--- src/rtl/ccff_bitstream_loader.sv ---
// Configuration-chain front end: serializes host words onto ccff_head and holds pads isolated until load + settle.
// Optional readback CRC over ccff_tail is built only when CCFF_READBACK_EN is defined.
module ccff_bitstream_loader #(
  parameter int CHAIN_LEN = 1024,
  parameter int WORD_W    = 32,
  parameter int SETTLE    = 4
) (
  input  logic              prog_clk,
  input  logic              prog_reset_n,
  input  logic              start,
  input  logic              abort,
  input  logic [WORD_W-1:0] cfg_data,
  input  logic              cfg_valid,
  output logic              cfg_ready,
  input  logic              ccff_tail,
  output logic              ccff_head,
  output logic              chain_clk_en,
  output logic              isol_n,
  output logic              busy,
  output logic              done,
  output logic [15:0]       readback_crc
);

  // state       | meaning
  // IDLE        | no load; pads keep their last isolation setting
  // WAIT_WORD   | cfg_ready high, waiting for the next bitstream word
  // SHIFT       | one bit per cycle onto ccff_head with chain clock enabled
  // SETTLE_WAIT | whole chain loaded, counting SETTLE cycles before releasing pads

  localparam int NWORDS = (CHAIN_LEN + WORD_W - 1) / WORD_W;
  localparam int REM    = CHAIN_LEN - (NWORDS - 1) * WORD_W;
  localparam int WC_W   = $clog2(NWORDS + 1);
  localparam int BC_W   = $clog2(WORD_W + 1);
  localparam int SC_W   = $clog2(SETTLE + 1);

  typedef enum logic [1:0] {
    IDLE        = 2'd0,
    WAIT_WORD   = 2'd1,
    SHIFT       = 2'd2,
    SETTLE_WAIT = 2'd3
  } state_t;

  state_t            state_q, state_d;
  logic [WORD_W-1:0] shreg_q, shreg_d;
  logic [BC_W-1:0]   bit_cnt_q, bit_cnt_d;
  logic [WC_W-1:0]   word_cnt_q, word_cnt_d;
  logic [SC_W-1:0]   settle_cnt_q, settle_cnt_d;
  logic              isol_q, isol_d;
  logic              done_q, done_d;
  logic              ready_c;
  logic              shift_c;

  always_ff @(posedge prog_clk or negedge prog_reset_n) begin
    if (!prog_reset_n) begin
      state_q      <= IDLE;
      shreg_q      <= '0;
      bit_cnt_q    <= '0;
      word_cnt_q   <= '0;
      settle_cnt_q <= '0;
      isol_q       <= 1'b0;
      done_q       <= 1'b0;
    end else begin
      state_q      <= state_d;
      shreg_q      <= shreg_d;
      bit_cnt_q    <= bit_cnt_d;
      word_cnt_q   <= word_cnt_d;
      settle_cnt_q <= settle_cnt_d;
      isol_q       <= isol_d;
      done_q       <= done_d;
    end
  end

  always_comb begin
    state_d      = state_q;
    shreg_d      = shreg_q;
    bit_cnt_d    = bit_cnt_q;
    word_cnt_d   = word_cnt_q;
    settle_cnt_d = settle_cnt_q;
    isol_d       = isol_q;
    done_d       = 1'b0;
    ready_c      = 1'b0;
    shift_c      = 1'b0;

    // Abort wins over any handshake or final shift in the same cycle.
    if (abort && (state_q != IDLE)) begin
      state_d = IDLE;
      isol_d  = 1'b0;
    end else begin
      case (state_q)
        IDLE: begin
          if (start) begin
            state_d    = WAIT_WORD;
            word_cnt_d = '0;
            bit_cnt_d  = '0;
            isol_d     = 1'b0;
          end
        end
        WAIT_WORD: begin
          ready_c = 1'b1;
          if (cfg_valid) begin
            shreg_d    = cfg_data;
            bit_cnt_d  = (word_cnt_q == WC_W'(NWORDS - 1)) ? BC_W'(REM) : BC_W'(WORD_W);
            word_cnt_d = word_cnt_q + WC_W'(1);
            state_d    = SHIFT;
          end
        end
        SHIFT: begin
          shift_c   = 1'b1;
          shreg_d   = shreg_q << 1;
          bit_cnt_d = bit_cnt_q - BC_W'(1);
          if (bit_cnt_q == BC_W'(1)) begin
            if (word_cnt_q == WC_W'(NWORDS)) begin
              state_d      = SETTLE_WAIT;
              settle_cnt_d = SC_W'(SETTLE);
            end else begin
              state_d = WAIT_WORD;
            end
          end
        end
        SETTLE_WAIT: begin
          settle_cnt_d = settle_cnt_q - SC_W'(1);
          if (settle_cnt_q == SC_W'(1)) begin
            state_d = IDLE;
            isol_d  = 1'b1;
            done_d  = 1'b1;
          end
        end
        default: state_d = IDLE;
      endcase
    end
  end

  assign cfg_ready    = ready_c;
  assign chain_clk_en = shift_c;
  assign ccff_head    = (state_q == SHIFT) & shreg_q[WORD_W-1];
  assign isol_n       = isol_q;
  assign busy         = (state_q != IDLE);
  assign done         = done_q;

`ifdef CCFF_READBACK_EN
  logic [15:0] crc_q, crc_d;
  logic        crc_fb;

  // CRC-16-CCITT, MSB-first, one ccff_tail bit per enabled chain clock.
  always_comb begin
    crc_d  = crc_q;
    crc_fb = crc_q[15] ^ ccff_tail;
    if ((state_q == IDLE) && start) begin
      crc_d = 16'hFFFF;
    end else if (shift_c) begin
      crc_d = {crc_q[14:0], 1'b0} ^ (crc_fb ? 16'h1021 : 16'h0000);
    end
  end

  always_ff @(posedge prog_clk or negedge prog_reset_n) begin
    if (!prog_reset_n) begin
      crc_q <= 16'hFFFF;
    end else begin
      crc_q <= crc_d;
    end
  end

  assign readback_crc = crc_q;
`else
  logic unused_tail;
  assign unused_tail  = ccff_tail;
  assign readback_crc = 16'h0000;
`endif

endmodule

--- config.mk ---
export PLATFORM = sky130hd
export DESIGN_NAME = ccff_bitstream_loader
export DESIGN_NICKNAME = d
export VERILOG_FILES = /design/src/rtl/ccff_bitstream_loader.sv
export SDC_FILE = /design/constraint.sdc
export NUM_CORES = 1
export LEC_CHECK = 0
export CAP_MARGIN = 30
export CORE_UTILIZATION = 30
export DETAILED_ROUTE_END_ITERATION = 10
export PLACE_DENSITY_LB_ADDON = 0.1
export SKIP_LAST_GASP = 1
export SYNTH_ARGS = -nofsm -noshare
export SYNTH_HDL_FRONTEND = slang
export SYNTH_SLANG_ARGS = --single-unit
--- constraint.sdc ---
create_clock -name prog_clk -period 2.4 [get_ports prog_clk]
set_input_delay 0.6 -clock prog_clk [delete_from_list [all_inputs] [get_ports prog_clk]]
set_output_delay 0.6 -clock prog_clk [all_outputs]
set_load 0.03 [all_outputs]
# ---- Word-level counts from Yosys, hierarchy flattened
# Cells that the tools add are included.
# Widths: inputs -> output; s select.
dict set report word_totals {
  ff_bits 51
  inputBits 38
  wordCells 68
}
dict set report classes {
  addsub 3
  eq_ne 14
  muxes 28
  bitwise_logic 2
  n_reduce_logical 14
}
# op count
set op_table {}
lappend op_table {{$pmux 32 s2} 1}
lappend op_table {{$mux 32} 1}
lappend op_table {{$mux 6} 3}
lappend op_table {{$pmux 6 s3} 1}
lappend op_table {{$reduce_and 4->1} 4}
lappend op_table {{$mux 2} 6}
lappend op_table {{$ne 3x3->1 const B} 4}
lappend op_table {{$pmux 6 s2} 1}
lappend op_table {{$mux 1} 10}
lappend op_table {{$ne 2x2->1 const B} 4}
lappend op_table {{$pmux 2 s4} 1}
lappend op_table {{$reduce_bool 2->1} 4}
lappend op_table {{$add 6x1->6 const B} 1}
lappend op_table {{$eq 6x1->1 const B} 1}
lappend op_table {{$eq 6x6->1 const B} 1}
lappend op_table {{$mux 3} 2}
lappend op_table {{$pmux 3 s2} 1}
lappend op_table {{$reduce_and 3->1} 2}
lappend op_table {{$reduce_bool 3->1} 2}
lappend op_table {{$sub 6x1->6 const B} 1}
lappend op_table {{$eq 2x2->1 const B} 2}
lappend op_table {{$eq 3x1->1 const B} 1}
lappend op_table {{$sub 3x1->3 const B} 1}
lappend op_table {{$eq 2x1->1 const B} 1}
lappend op_table {{other kinds (5)} 5}

# ---- Longest topological paths before layout
dict set report depth {
  word_depth 5
  mapped_depth 8
  mapped_depth_nobuf 6
}

# ---- Least setup slack after synthesis
# Ideal clock, no wire load.
dict set report synth_path {
  path_type {register -> output}
  start {register state_q[0]}
  end {output port ccff_head}
  t_arrival_ns 1.599
  setup_slack_ns 0.201
  stages_incl_launch_ff 6
  path_cell_list {dfrtp_1 > inv_1 > ha_1 > buf_4 > buf_1 > and2_1}
}
dict set report synth_between {
  elab_chain_cells 2
}
# element line_no
set synth_lines {}
lappend synth_lines {{from (decl)} 43} ;# state_t state_q, state_d;
lappend synth_lines {{from (signal assigned)} 63} ;# state_q <= state_d;
lappend synth_lines {{$eq 2x2->1} 135} ;# assign ccff_head = (state_q == SHIFT) & shreg_q[WORD_W-1];
lappend synth_lines {{$and 1x1->1} 135}
lappend synth_lines {{to (decl)} 16} ;# output logic ccff_head,
# Every way passes these cells.

# ---- Worst setup path after layout
dict set report layout_path {
  start {register state_q[0]}
  end {output port chain_clk_en}
}
dict set report layout_between {
  elab_chain_cells 3
}
# element line_no
set layout_lines {}
lappend layout_lines {{$eq 2x2->1 / $reduce_bool 2->1 (equally long branches)} {89, 85}}
lappend layout_lines {{$mux 1 / $logic_and 1x1->1 (equally long branches)} {89, 85}}
lappend layout_lines {{$mux 1 *} 85} ;# if (abort && (state_q != IDLE)) begin
lappend layout_lines {{to (decl)} 17} ;# output logic chain_clk_en,
# Mark *: on every way between the ends. The rest lies on a longest branch, timed or not.

==> impl_metrics.xml <==
<?xml version="1.0" encoding="UTF-8"?>
<metrics>
  <group name="run_status">
    <metric name="status" unit="">complete, no violations</metric>
  </group>
  <group name="global_routing">
    <metric name="gr-usage-all-layers" unit="%">12.2</metric>
    <metric name="grt_pass1_vias" unit="">2024</metric>
    <metric name="grt_overflow_total" unit="">0</metric>
    <metric name="grt_pass1_wl" unit="mm">9.54</metric>
    <metric name="initial_antenna_violation_count" unit="">0</metric>
    <metric name="m3_gr_usage" unit="%">3.02</metric>
    <metric name="grt_most_used_layer" unit="">met2</metric>
    <metric name="grt_use_met2" unit="%">20.2</metric>
    <metric name="grt_max_degree" unit="">65</metric>
    <metric name="grt_met1_usage" unit="%">15.6</metric>
  </group>
  <group name="logic_synthesis">
    <metric name="syn-mean-instance-area" unit="um2">9.56</metric>
    <metric name="ys_async_sr_fraction" unit="%">100</metric>
    <metric name="synth_seq_area_share" unit="%">44.9</metric>
    <metric name="postSynthCellCount" unit="">297</metric>
    <metric name="synth_enable_flop_cells" unit="">0</metric>
    <metric name="synth_warnings" unit="">0</metric>
    <metric name="ys_seq_elements" unit="">51</metric>
    <metric name="post_synth_instance_area" unit="um2">2840</metric>
    <metric name="postSynth.topFlopCell" unit="">dfrtp_1</metric>
    <metric name="yosys.cell_types.count" unit="">43</metric>
  </group>
  <group name="power_and_ir_drop">
    <metric name="power-per-cell-area" unit="nW/um2">1100</metric>
    <metric name="peakVddDrop" unit="mV">0.406</metric>
    <metric name="leakage_power" unit="nW">1.51</metric>
  </group>
  <group name="timing">
    <metric name="finalClockSkew" unit="ps">12.2</metric>
    <metric name="layout_min_cycle_time" unit="ps">2270</metric>
    <metric name="slew_violations" unit="">0</metric>
    <metric name="final_min_period_over_clock_period" unit="%">94.5</metric>
    <metric name="rsz_0062_raised_after_global_routing" unit="">false</metric>
    <metric name="number_of_endpoints_failing_setup_at_the_final_stage" unit="">0</metric>
    <metric name="maxClockFrequency" unit="MHz">441</metric>
    <metric name="fin_worst_hold_slack" unit="ps">268</metric>
    <metric name="hold_viol" unit="">0</metric>
  </group>
  <group name="placed_design">
    <metric name="dpl_hpwl" unit="mm">3.81</metric>
    <metric name="numPortBuffers" unit="">42</metric>
    <metric name="place_congestion" unit="">0.703</metric>
    <metric name="postPlaceCellArea" unit="um2">3340</metric>
  </group>
  <group name="critical_path">
    <metric name="crit_path_max_incr_delay" unit="ps">420</metric>
    <metric name="critical_path_arrival" unit="ps">1670</metric>
    <metric name="timing.critical_path.cells" unit="">inv_1, ha_4, buf_12, clkinvlp_4, a21oi_1, buf_4</metric>
    <metric name="setup.worst_path.start_class" unit="">flip-flop</metric>
    <metric name="timing.critical_path.to_type" unit="">primary output</metric>
    <metric name="crit_path_top_delay_cell" unit="">dfrtp_1</metric>
    <metric name="timing.critical_path.fanout_max" unit="">11</metric>
    <metric name="worst-endpoint-required" unit="ps">1800</metric>
    <metric name="regToRegSetupSlack" unit="ps">320</metric>
    <metric name="timing_worst_setup_path_type" unit="">flip-flop to primary output</metric>
  </group>
  <group name="worst_hold_path">
    <metric name="min_path_type" unit="">input port to async pin</metric>
  </group>
  <group name="detailed_routing">
    <metric name="drt-wirelength-per-cell" unit="um">12.5</metric>
    <metric name="post_drt_via_cell_ratio" unit="">4.61</metric>
    <metric name="vias" unit="">2089</metric>
    <metric name="postRouteAntennaNets" unit="">0</metric>
    <metric name="drt_pass1_iterations" unit="">4</metric>
    <metric name="post-route-drc-count" unit="">0</metric>
    <metric name="drt_iter0_markers" unit="">76</metric>
    <metric name="routed_wirelength" unit="mm">5.68</metric>
  </group>
  <group name="clock_tree">
    <metric name="tritoncts" unit="">yes</metric>
    <metric name="clock_tree.root_cell" unit="">clkbuf_8</metric>
    <metric name="cts_clk_pin_slew_worst_paths" unit="ps">90</metric>
    <metric name="deepest_clock_path_buffer_count" unit="">2</metric>
    <metric name="numCtsBuffers" unit="">5</metric>
    <metric name="worst_skew_pair.late_latency" unit="ps">310</metric>
    <metric name="ctsHtreeMaxLevel" unit="">2</metric>
    <metric name="cts_sinks" unit="">51</metric>
  </group>
  <group name="job">
    <metric name="maxCapViolCount" unit="">0</metric>
  </group>
  <group name="final_layout">
    <metric name="antenna-diode-count" unit="">0</metric>
    <metric name="nFillCells" unit="">950</metric>
    <metric name="design.final.nets" unit="">389</metric>
    <metric name="finalInstanceArea" unit="um2">3490</metric>
    <metric name="share_of_cells_above_drive_strength_1" unit="%">8.77</metric>
    <metric name="synthToLayoutAreaGrowth" unit="%">22.8</metric>
  </group>
  <group name="die">
    <metric name="floorplan.initialDensity" unit="%">30.9</metric>
    <metric name="core-area" unit="um2">9200</metric>
    <metric name="core.rowCount" unit="">35</metric>
    <metric name="die_span_y" unit="um">99.3</metric>
    <metric name="die_width" unit="um">99.3</metric>
    <metric name="design.die.area" unit="um2">9860</metric>
    <metric name="io-pin-count" unit="">60</metric>
  </group>
</metrics>
-- metal layers --
metal	up-vias	routed length (um)
li1	1078	-
met1	974	2790
met2	31	2590
met3	6	229
met4	0	74
met5	-	0
-- flip-flops by register name, summed over array words and instances, names as in the netlist --
| register | count |
|---|---|
| bit_cnt_q | 6 |
| done | 1 |
| isol_n | 1 |
| settle_cnt_q | 3 |
| shreg_q | 32 |
| state_q | 2 |
| word_cnt_q | 6 |
-- critical path: cells and delay by family, from the launching register on --
| family | cells | cell delay (ps) |
|---|---|---|
| buffers and inverters | 4 | 600 |
| DFF | 1 | 420 |
| adders and majority gates | 1 | 200 |
| AOI/OAI and AO/OA | 1 | 130 |
-- what timing repair did --
item,in CTS,in global routing
endpoints found under the hold margin,0,0
gates resized for setup,2,4
hold buffers,0,0
endpoints found under the setup margin,2,1
gates cloned,0,1
buffers inserted,0,1
-- logic make-up after synthesis --
group                    after synthesis  share of synthesized area (%)
AND/OR/NAND/NOR                       85                           14.7
AO/OA/AOI/OAI                         74                           15.7
flip-flops                            51                           44.9
buffers and inverters                 43                           8.41
multiplexers                          33                           11.7
adder cells (fa/ha/maj)               10                           4.41
other                                  1                          0.132
-- report_power, final --
part	total (mW)	internal (mW)	switching (mW)
Combinational	1.84	0.800	1.04
Clock	0.518	0.210	0.307
Sequential	1.48	1.24	0.242
-- Yosys cell counts (4+ instances only) --
cell	count	area (um2)
nand2b_1	7	43.8
a21oi_1	7	35.0
buf_2	5	25.0
a22o_1	4	35.0
ha_1	10	125
nor2_1	9	33.8
clkbuf_1	5	18.8
dfrtp_1	51	1280
buf_4	17	128
o21ai_0	46	230
mux2i_1	32	320
inv_1	13	48.8
nand2_1	48	180
-- final timing paths --
kind,start,endpoint,cells after the start
hold reg to reg,shreg_q[14]$_DFFE_PN0P_,shreg_q[14]$_DFFE_PN0P_,2
hold / removal,prog_reset_n,shreg_q[5]$_DFFE_PN0P_,2
max in group asynchronous,prog_reset_n,state_q[0]$_DFFE_PN0P_,2
setup reg to reg,state_q[1]$_DFFE_PN0P_,bit_cnt_q[4]$_DFFE_PN0P_,6
min in group prog_clk,shreg_q[14]$_DFFE_PN0P_,shreg_q[14]$_DFFE_PN0P_,2
setup / recovery,state_q[0]$_DFFE_PN0P_,chain_clk_en,6
-- cells in the final DEF (no fill, tap or decap), drive strengths merged, types with 2 or more instances in the layout --
master         netlist  routed
nor2                 9       9
clkinvlp             0       2
conb                 1      16
clkbuf               5       7
clkdlybuf4s50        0      37
o31ai                3       3
buf                 25      13
or2                  3       3
o211a                2       2
and2                 3       3
o21ai               46      46
mux2i               32      32
nand2b               7       7
ha                  10      10
nand2               48      48
a21oi                7       7
a211o                2       2
dfrtp               51      51
nand3                3       3
a22o                 4       4
o21a                 3       3
inv                 13      13
nor3                 3       3
or3                  2       2
-- per-stage QoR --
stage | setup slack [ps] | power (mW) | util, % | std cells | TNS (ps)
floorplan | 201 | 2.82 | - | 312 | 0
global placement | 118 | 3.29 | 36.3 | 443 | 0
finish | 132 | 3.84 | 37.9 | 453 | 0
CTS | -3.73 | 3.85 | 37.3 | 451 | -3.73
detailed placement | 116 | 3.32 | 36.3 | 443 | 0
global route | 3.01 | 4.22 | 37.9 | 453 | 0
-- cell type report --
type | count | area, um2 | area share [%]
sequential | 51 | 1280 | 36.6
tap | 111 | 139 | 3.98
multi-input combinational | 218 | 1390 | 40.0
clock inverter | 2 | 16.3 | 0.466
inverter | 13 | 52.6 | 1.51
clock buffer | 6 | 72.6 | 2.08
timing repair buffer | 52 | 537 | 15.4
Note: power is estimated with default switching activity, not from simulation.
==> RTL change 1, RTL diff (same settings) <==
Encoding of `state_t`: now Gray code (2 bits for 4 states).
--- a/src/rtl/ccff_bitstream_loader.sv
+++ b/src/rtl/ccff_bitstream_loader.sv
@@ -34,10 +34,10 @@
   localparam int SC_W   = $clog2(SETTLE + 1);
 
   typedef enum logic [1:0] {
-    IDLE        = 2'd0,
-    WAIT_WORD   = 2'd1,
-    SHIFT       = 2'd2,
-    SETTLE_WAIT = 2'd3
+    IDLE        = 2'b00,
+    WAIT_WORD   = 2'b01,
+    SHIFT       = 2'b11,
+    SETTLE_WAIT = 2'b10
   } state_t;
 
   state_t            state_q, state_d;
Check against the original RTL: same outputs for any inputs over 10 cycles, from zero or initial values and one cycle with prog_reset_n low; not proved beyond that.
==> RTL change 1 against the unedited design <==
- wire length decreased by 7.9%
- area after synthesis fell by 5.9%
- cell count is 7.1% lower
- sequential share of layout area is 2.2 points higher
- design area shrank 5.7%
- total power shrank 23%
- die area fell by 5.8%
- largest power group is now registers
- global-route usage up 0.081 points
- setup slack lost 0.0069 ns
- sequential cell count did not move
==> RTL change 1: results (changes against the unedited design) <==
metric	value	unit	change
run status	finished, final reports clean		unchanged
Hold-fix buffers, CTS	0		unchanged
post_cts resized	0		was 2
critical path peak fanout	6		was 11
Worst-path clk slew	0.09	ns	about the same
Worst Hold Class	in -> async		unchanged
first-pass GRT wire length	8580	um	was 9540 um
crit path to	cfg_ready		was chain_clk_en
Async S/R FF share, synth	1.00		unchanged
crit path from	abort		was state_q[0]$_DFFE_PN0P_
Worst Path Arrival	1.68	ns	
Post-Synth Adder-Cell Area	0.0281		was 0.0441
total CTS buffers	5		unchanged
root buf cell	clkbuf_8		unchanged
placed instance area	3190	um2	was 3340 um2
Final Wtd Congestion	0.708		was 0.703
Power Clock	0.000534	W	was 0.000518 W
GR Util All Layers	0.122		about the same
Synth warnings	0		unchanged
Max Root-Sink Buffers	2		unchanged
maximum vdd ir drop	0.000306	V	was 0.000406 V
largest net degree at the start of global routing	64		was 65
sequential share of the synthesized area	0.478		was 0.449
r2r endpoint	settle_cnt_q[1]$_DFFE_PN0P_		was bit_cnt_q[4]$_DFFE_PN0P_
port bufs	42		unchanged
clk_lat worst skew	0.30	ns	
Iter 0 DRT Violations	65		was 76
vias in the first global route	1756		was 2024
H-tree levels	2		unchanged
share of cells above drive strength 1	0.0863		was 0.0877
router iterations before antenna repair	4		unchanged
antenna violations before repair	0		unchanged
Worst-Margin Slew	0.572	ns	
P_leak	1.64	nW	was 1.51 nW
Reg-to-Reg Start	word_cnt_q[0]$_DFFE_PN0P_		was state_q[1]$_DFFE_PN0P_
ant diodes	0		unchanged
Detailed Route WL	5230	um	was 5680 um
hpwl dp	3570	um	was 3810 um
post-synthesis compound-gate area fraction	0.133		was 0.157
routed vias	1941		was 2089
largest registers	shreg_q (32), bit_cnt_q (6), word_cnt_q (6)		unchanged
nets	356		was 389
Post-Synth XOR/XNOR Area	0.00328		was 0
Final Skew	0.00678	ns	was 0.0122 ns
postcts setup bufs	0		unchanged
mux contribution to synthesized area	0.124		was 0.117
Synth area leaders	dfrtp_1 (48%), mux2i_1 (12%), nand2_1 (5.6%)		was dfrtp_1 (45%), mux2i_1 (11%), o21ai_0 (8.1%)
combinational share of power	0.329		was 0.479
R2R cell count	6		unchanged
worst reg2reg setup slack	0.54	ns	was 0.32 ns
post-synth cell types	46		was 43
Internal	0.00192	W	was 0.00225 W
Commonest cells post-synth	dfrtp_1 (51), nand2_1 (40), mux2i_1 (32)		was dfrtp_1 (51), nand2_1 (48), o21ai_0 (46)
Final Max Tran Viols	0		unchanged
==> RTL change 1: per-stage QoR <==
step	setup slack, ns	utilization	total power, W	instances	hold WS [ns]
floorplan	0.570	-	0.00216	285	0.304
finish	0.125	0.379	0.00297	421	0.281
CTS	0.108	0.379	0.00302	421	0.281
global placement	0.0506	0.368	0.00245	413	0.460
global route	0.0312	0.379	0.00323	421	0.295
detailed placement	0.0408	0.368	0.00247	413	0.470
==> RTL change 1: layout make-up <==
class,count,area (um2)
fillers,918,5390
multi-input cells,194,1220
clock buffers,6,82.6
repair buffers,49,513
well taps,108,135
inverters,11,41.3
flip-flops and latches,51,1280
clock inverters,2,16.3
==> RTL change 1: layer usage <==
metal  up-vias  share of wire  GRT usage
met5         -              0          0
met4         0         0.0088     0.0368
met3         4          0.063     0.0490
met2        45           0.44      0.178
met1       906           0.49      0.166
li1        986              -          -
==> RTL change 1: critical path: stages <==
cell and delay, ns:
clkdlybuf4s50_1 0.52, nand2b_1 0.22, nor2_1 0.19, buf_12 0.15
==> RTL change 2, RTL diff (config.mk and constraints unchanged) <==
Without the edit above. Set the parameter `SETTLE` to 8 (it was 4).
--- a/src/rtl/ccff_bitstream_loader.sv
+++ b/src/rtl/ccff_bitstream_loader.sv
@@ -3,7 +3,7 @@
 module ccff_bitstream_loader #(
   parameter int CHAIN_LEN = 1024,
   parameter int WORD_W    = 32,
-  parameter int SETTLE    = 4
+  parameter int SETTLE    = 8
 ) (
   input  logic              prog_clk,
   input  logic              prog_reset_n,
Check against the original RTL: no difference found for any inputs over 10 cycles, from zero or initial values and one cycle with prog_reset_n low; that may be too few to reach the edited logic, so the function may still have changed.
==> RTL change 2 against the unedited design <==
- sequential cell count up 1
- design area up 0.79%
- setup slack worse by 0.0064 ns
- clock power up 3%
- count of clock-buffer cells in the layout up 1
- cell count up 3.5%
- area after synthesis up 1.8%
- wire length up 2.4%
- hold slack better by 0.0098 ns
- total power up 0.81%
- via count up 1.2%
- critical endpoint unchanged
- largest power group unchanged
- highest routed layer unchanged
==> RTL change 2: results (changes against the unedited design) <==
metric	value	unit	change
run status	finished, final reports clean		unchanged
Synth area leaders	dfrtp_1 (45%), mux2i_1 (12%), o21ai_0 (6.6%)		was dfrtp_1 (45%), mux2i_1 (11%), o21ai_0 (8.1%)
H-tree levels	2		unchanged
Avg WL per Cell	12.4	um	was 12.5 um
port bufs	42		unchanged
wl on met1	2890	um	was 2790 um
GR Util All Layers	0.120		was 0.122
Async S/R FF share, synth	1.00		unchanged
clock buf count	7		was 6
maximum vdd ir drop	0.000406	V	about the same
sequential share of the synthesized area	0.450		was 0.449
Worst Hold Class	in -> async		unchanged
post-synth cell types	43		unchanged
slowest CP cell	dfrtp_1		unchanged
clk_lat worst skew	0.30	ns	
first-pass GRT wire length	9630	um	was 9540 um
NetSw	0.00160	W	was 0.00159 W
hpwl dp	3970	um	was 3810 um
antenna violations before repair	0		unchanged
nets	388		was 389
ant diodes	0		unchanged
pre-CTS setup slack	0.0418	ns	was 0.116 ns
invs w/o clock	11		was 13
Highest Signal Layer	met4		unchanged
routed vias	2114		was 2089
M3 GR Usage	0.0341		was 0.0302
P_leak	1.49	nW	was 1.51 nW
met2 usage	0.188		was 0.202
share of cells above drive strength 1	0.0824		was 0.0877
router iterations before antenna repair	4		unchanged
number of synthesized register bits	52		was 51
Max Root-Sink Buffers	2		unchanged
critical path peak fanout	8		was 11
multi-input combinational area share	0.405		was 0.400
FF+latch area	1300	um2	was 1280 um2
Iter 0 DRT Violations	59		was 76
vias in the first global route	2016		was 2024
clock network contribution to total cell area	0.0267		was 0.0255
signal buffers share of area	0.140		was 0.154
Worst-path clk slew	0.09	ns	about the same
M1 GR Usage	0.165		was 0.156
Crit path max-delay family	flip-flops		was buffers and inverters
Final Wtd Congestion	0.716		was 0.703
Final Skew	0.00541	ns	was 0.0122 ns
Synth warnings	0		unchanged
WL met3	299	um	was 229 um
post_cts resized	2		unchanged
slowest stage delay, CP	0.46	ns	was 0.42 ns
number of signal-net buffers in the layout	50		was 52
multi-input gate count	219		was 218
Commonest cells post-synth	dfrtp_1 (52), nand2_1 (48), o21ai_0 (38)		was dfrtp_1 (51), nand2_1 (48), o21ai_0 (46)
largest net degree at the start of global routing	65		unchanged
FILL cells	993		was 950
met2 WL	2600	um	was 2590 um
largest registers	shreg_q (32), bit_cnt_q (6), word_cnt_q (6)		unchanged
-- RTL change 2: cell count changes after synthesis, sizes merged, moves of 4 or more --
cell    delta
a21oi      -4
a22o       -4
and3       +5
clkbuf     +4
nand4b     +4
o21ai      -7
-- RTL change 2: through the flow --
stage	area, um2	cells	power [W]	util
final	3510	469	0.00387	0.379
after global routing	3510	469	0.00424	0.379
after CTS	3510	469	0.00393	0.378
after detailed placement	3420	461	0.00339	0.368
after global placement	3420	461	0.00334	0.368
after floorplan	2950	313	0.00286	-
-- RTL change 2: worst paths after layout --
kind                                               endpoint                     from  slack [ns]  cells past startpoint
worst min-delay path                         done$_DFF_PN0_             prog_reset_n        0.28                      2
worst max-delay path                           chain_clk_en   state_q[1]$_DFFE_PN0P_        0.13                      5
worst max register to register  settle_cnt_q[1]$_DFFE_PN0P_   state_q[0]$_DFFE_PN0P_        0.26                      6
worst min register to register      shreg_q[31]$_DFFE_PN0P_  shreg_q[31]$_DFFE_PN0P_        0.48                      2
max in group asynchronous          bit_cnt_q[2]$_DFFE_PN0P_             prog_reset_n        1.86                      2
min in group prog_clk               shreg_q[31]$_DFFE_PN0P_  shreg_q[31]$_DFFE_PN0P_        0.48                      2
-- RTL change 2: cells by family after synthesis --
family                   Yosys count  synth area share
AND/OR/NAND/NOR                   98             0.174
AO/OA/AOI/OAI                     60             0.129
flip-flops                        52             0.450
buffers and inverters             42            0.0805
multiplexers                      34             0.118
adder cells (fa/ha/maj)           11            0.0476
other                              1           0.00130
-- RTL change 2: power groups by stage --
stage                     sequential (W)  combinational, W  clock [W]
after floorplan                  0.00146           0.00139          0
after global placement           0.00153           0.00181          0
after detailed placement         0.00153           0.00186          0
after CTS                        0.00152           0.00185   0.000560
after global routing             0.00157           0.00208   0.000584
final                            0.00151           0.00182   0.000534
